## src/rtl/fp_alu_pkg.sv

```systemverilog
// Shared types for the FP32 byte-serial ALU bridge.
// Holds the bridge FSM states and the frame/result byte counts.
package fp_alu_pkg;

  localparam int FRAME_BYTES  = 8;
  localparam int RESULT_BYTES = 4;

  typedef enum logic [2:0] {
    S_IDLE,
    S_START,
    S_SEND,
    S_WAIT_DONE,
    S_RECV,
    S_RESP
  } state_e;

endpackage

```

## src/rtl/fp_serial_bridge.sv

```systemverilog
// Bridges a 32-bit FP add/sub request onto a byte-serial ALU.
// Ports: req_* upstream handshake, rsp_* downstream handshake,
//   alu_* byte-serial ALU link; clk, rst_n (async, active-low).
module fp_serial_bridge
  import fp_alu_pkg::*;
#(
  parameter int TIMEOUT = 8
) (
  input  logic        clk,
  input  logic        rst_n,
  input  logic        req_valid,
  output logic        req_ready,
  input  logic [31:0] req_a,
  input  logic [31:0] req_b,
  input  logic        req_op,
  output logic        rsp_valid,
  input  logic        rsp_ready,
  output logic [31:0] rsp_result,
  output logic        rsp_timeout,
  output logic        alu_start,
  output logic        alu_opcode,
  output logic [7:0]  alu_in,
  input  logic        alu_done,
  input  logic [7:0]  alu_out
);

  // One counter serves SEND bytes, WAIT_DONE cycles and RECV bytes.
  localparam int CMAX =
    (TIMEOUT > FRAME_BYTES) ? TIMEOUT : FRAME_BYTES;
  localparam int CW = $clog2(CMAX);

  localparam logic [CW-1:0] LAST_TX = CW'(FRAME_BYTES - 1);
  localparam logic [CW-1:0] LAST_RX = CW'(RESULT_BYTES - 1);
  localparam logic [CW-1:0] LAST_TO = CW'(TIMEOUT - 1);

  state_e        state_q, state_d;
  logic [CW-1:0] cnt_q, cnt_d;
  logic [31:0]   a_q, a_d;
  logic [31:0]   b_q, b_d;
  logic          op_q, op_d;
  logic [31:0]   res_q, res_d;
  logic          to_q, to_d;

  logic [63:0]   frame;
  logic [5:0]    tx_idx;
  logic [4:0]    rx_idx;

  // A occupies the low four frame bytes, B the high four.
  assign frame  = {b_q, a_q};
  assign tx_idx = {cnt_q[2:0], 3'b000};
  assign rx_idx = {cnt_q[1:0], 3'b000};

  always_ff @(posedge clk or negedge rst_n) begin
    if (!rst_n) begin
      state_q <= S_IDLE;
      cnt_q   <= '0;
      a_q     <= '0;
      b_q     <= '0;
      op_q    <= 1'b0;
      res_q   <= '0;
      to_q    <= 1'b0;
    end else begin
      state_q <= state_d;
      cnt_q   <= cnt_d;
      a_q     <= a_d;
      b_q     <= b_d;
      op_q    <= op_d;
      res_q   <= res_d;
      to_q    <= to_d;
    end
  end

  always_comb begin
    state_d     = state_q;
    cnt_d       = cnt_q;
    a_d         = a_q;
    b_d         = b_q;
    op_d        = op_q;
    res_d       = res_q;
    to_d        = to_q;
    req_ready   = 1'b0;
    rsp_valid   = 1'b0;
    rsp_result  = '0;
    rsp_timeout = 1'b0;
    alu_start   = 1'b0;
    alu_opcode  = 1'b0;
    alu_in      = '0;

    unique case (state_q)
      S_IDLE: begin
        req_ready = 1'b1;
        if (req_valid) begin
          a_d     = req_a;
          b_d     = req_b;
          op_d    = req_op;
          res_d   = '0;
          to_d    = 1'b0;
          cnt_d   = '0;
          state_d = S_START;
        end
      end
      S_START: begin
        alu_start  = 1'b1;
        alu_opcode = op_q;
        cnt_d      = '0;
        state_d    = S_SEND;
      end
      S_SEND: begin
        alu_opcode = op_q;
        alu_in     = frame[tx_idx +: 8];
        if (cnt_q == LAST_TX) begin
          cnt_d   = '0;
          state_d = S_WAIT_DONE;
        end else begin
          cnt_d = cnt_q + 1'b1;
        end
      end
      S_WAIT_DONE: begin
        alu_opcode = op_q;
        if (alu_done) begin
          cnt_d   = '0;
          state_d = S_RECV;
        end else if (cnt_q == LAST_TO) begin
          to_d    = 1'b1;
          res_d   = '0;
          cnt_d   = '0;
          state_d = S_RESP;
        end else begin
          cnt_d = cnt_q + 1'b1;
        end
      end
      S_RECV: begin
        alu_opcode          = op_q;
        res_d[rx_idx +: 8]  = alu_out;
        if (cnt_q == LAST_RX) begin
          cnt_d   = '0;
          state_d = S_RESP;
        end else begin
          cnt_d = cnt_q + 1'b1;
        end
      end
      S_RESP: begin
        rsp_valid   = 1'b1;
        rsp_result  = res_q;
        rsp_timeout = to_q;
        if (rsp_ready) begin
          state_d = S_IDLE;
        end
      end
      default: state_d = S_IDLE;
    endcase
  end

endmodule

```

## config.mk

```make
export PLATFORM = sky130hd
export DESIGN_NAME = fp_serial_bridge
export DESIGN_NICKNAME = d
export VERILOG_FILES = /design/src/rtl/fp_alu_pkg.sv /design/src/rtl/fp_serial_bridge.sv
export SDC_FILE = /design/constraint.sdc
export NUM_CORES = 1
export LEC_CHECK = 0
export ABC_AREA = 1
export BUFFER_PORTS_ARGS = -buffer_cell sky130_fd_sc_hd__buf_2
export CAP_MARGIN = 10
export CORE_UTILIZATION = 55
export DETAILED_ROUTE_END_ITERATION = 10
export PLACE_DENSITY = 0.86
export RECOVER_POWER = 25
export SLEW_MARGIN = 10
export SYNTH_ARGS = -nofsm -noshare
export SYNTH_HDL_FRONTEND = slang
export SYNTH_SLANG_ARGS = --single-unit
export TNS_END_PERCENT = 50
```

## constraint.sdc

```tcl
create_clock -name clk -period 1.96 [get_ports clk]
set_clock_uncertainty 0.05 [all_clocks]
set_input_delay 0.196 -clock clk [delete_from_list [all_inputs] [get_ports clk]]
set_output_delay 0.196 -clock clk [all_outputs]
set_load 0.1 [all_outputs]
```

==> metrics.yaml <==
outcome:
  outcome: "finished with violations"
  violations: "hold timing, setup timing"
sta:
  tightest_slew_ps: 859.1
  period_minus_slack_ps: 2222
  whs_ps: -15.29
  grt_setup_unrepaired: "true"
  slew_headroom_pct: 42.73
  setup_viol: 8
  period_share_pct: 113.4
  drv_slew: 0
  hold_viol: 9
  fmax_mhz: 450.0
  worst_slack_ps: -262.3
run:
  maxCapViolCount: 0
grt:
  grt_antenna_before_repair: 0
  grt_pass1_wl_um: 25700
  grt_pass1_vias: 5374
  grt.overflow.total: 0
  grt_start_max_net_pins: 66
  track_usage_pct: 32.52
final_layout:
  syn_to_final_growth_pct: 41.25
  fillers: 571
  layout.nets: 984
  final_cell_area_mm2: 0.007789
  drive_above_1_share_pct: 27.88
  diodes: 0
yosys:
  synth_fa_ha_area_share_pct: 1.588
  synth.distinct_cells: 28
  yosys.area.top_type: "dfrtp_1"
  syn_inst: 751
  synth_flop_cell: "dfrtp_1"
  synth_top_family_by_area: "simple AND/OR/NAND/NOR gates"
  async_flop_share_pct: 100.0
  synth_edf_count: 0
  synthXorXnorAreaFrac_pct: 0
  syn_nets: 836
  muxShareOfSynthArea_pct: 0
  yosys-top-cells-area: "dfrtp_1 (47%), nand2_1 (18%), nor2_1 (8.5%), nand3_1 (7.2%), inv_1 (3.7%)"
  synth_top_area_share_pct: 47.20
  yosysSeqAreaShare_pct: 47.20
  ys.warnings.count: 0
  synth.most_common_cell: "nand2_1"
  synth_area_mm2: 0.005514
  ys_top_cells_by_count: "nand2_1 (261), nor2_1 (125), dfrtp_1 (104)"
  synthSimpleGateAreaFrac_pct: 38.64
  ys_ff_latch: 104
  syn_avg_cell_area_um2: 7.342
  synth_compound_area_share_pct: 3.744
critical_path:
  critPathKind: "register to output pin"
  crit_required_ps: 1710
  cp-start-kind: "register"
  critPathMaxFanout: 8
  worstPathArrival_ps: 1980
  cp-end-kind: "output pin"
floorplan:
  io_pins: 123
  start_util_pct: 56.67
  die_area_mm2: 0.01043
  die_y_um: 102.1
  coreArea_mm2: 0.009729
  dieWidth_um: 102.1
  rows: 36
place:
  gp_congestion: 0.8796
  port_buffers: 122
  hpwl_um: 9969
  place_area_mm2: 0.006937
route:
  ant_nets: 0
  drt_first_pass_iters: 5
  wirelength_um: 17060
  viasPerCell: 5.626
  drc: 0
  wire_per_inst_um: 16.45
  first_iter_violations: 525
  vias: 5834
clock_tree:
  path_clk_slew_ps: 100
  cts_tree: "yes"
  clockBufferDepth: 2
  cts-root-buf: "clkbuf_8"
  cts.sinks: 104
  cts_buffers: 9
  htreeDepth: 3
  insertion_delay_ps: 390
power:
  pwr_density_cell_mw_per_mm2: 1344
  leakagePower_nw: 3.925
  worst_ir_drop_vdd_uv: 1182
min_path:
  hp-class: "primary input to register"
[layout by cell type, fill, tap and decap left out, drive strengths merged]
master	instances
a21boi	1
a31oi	1
and3	1
buf	146
bufbuf	1
bufinv	1
clkbuf	15
clkinv	2
clkinvlp	1
dfrtp	104
dlygate4sd3	25
ha	7
inv	64
nand2	269
nand3	85
nand4	9
nor2	131
nor3	1
o211ai	1
o21ai	37
or2	2
[area by class of cell]
class                   instances  area [um2]  area share, %
multi-input cells             545        2670          34.28
inverters                      63       241.5          3.100
flip-flops and latches        104        2608          33.48
clock inverters                 5       63.81         0.8193
well taps                     133       166.4          2.137
clock buffers                  11       141.4          1.815
repair buffers                176        1898          24.37
[layer usage]
layer / GRT usage [%] / vias up / share of wire (%)
met4: 15.16 / 0 / 5.4
met1: 40.07 / 2714 / 36
met5: 0 / - / 0
li1: - / 2626 / -
met3: 5.198 / 94 / 9.5
met2: 56.22 / 400 / 49
[through the flow]
step	setup slack (ps)	std cells	power, mW	util [%]	TNS (ps)
2_1_floorplan	-419.0	751	6.696	-	-13320
3_3_place_gp	208.9	984	7.778	71.30	0
3_5_place_dp	95.23	984	7.922	71.30	0
4_1_cts	-97.29	1031	9.804	78.04	-593.8
5_1_grt	-331.1	1037	11.05	80.05	-2523
6_report	-262.3	1037	10.47	80.05	-1659
[critical path: stages (launching register included)]
cell and delay [ps]:
dfrtp_2 480, buf_6 150, buf_16 140, nor2_2 110
nor2_1 60, o21ai_1 90, nand2_1 150, nor2_4 170
nor2_4 60, buf_12 160
[flip-flops by register name, indices dropped and copies added (netlist names)]
register / flops
a_q: 32
b_q: 32
res_q: 32
cnt_q: 3
state_q: 3
op_q: 1
to_q: 1
[power by group]
group	internal (mW)	total, mW	switching (mW)
Clock	0.636	1.44	0.807
Sequential	2.89	3.51	0.627
Combinational	1.94	5.51	3.57
[cell families (layout without fill, tap and decap cells)]
family                     Yosys count  after routing
and+or+nand+nor                    498            498
buffers and inverters              102            255
adders and majority gates            7              7
DFF                                104            104
AOI/OAI and AO/OA                   40             40
[worst paths after layout]
check / from / endpoint / slack (ps) / depth (start not counted)
worst max register to register: cnt_q[0] / res_q[3] / 10 / 7
min in group asynchronous: rst_n / state_q[0] / 400 / 2
max in group asynchronous: rst_n / cnt_q[0] / 290 / 3
worst min register to register: res_q[15] / res_q[15] / 430 / 2
worst max-delay path: cnt_q[0] / alu_in[4] / -260 / 9
worst min-delay path: req_a[25] / a_q[25] / -20 / 3
[repair_timing]
action	in CTS	in global routing
gates cloned	3	1
hold buffers	25	0
pin swaps	8	23
resized for setup	42	60
hold endpoints to repair	55	0
setup endpoints to repair	32	42
buffers inserted	3	5
(Power assumes the default switching activity.)
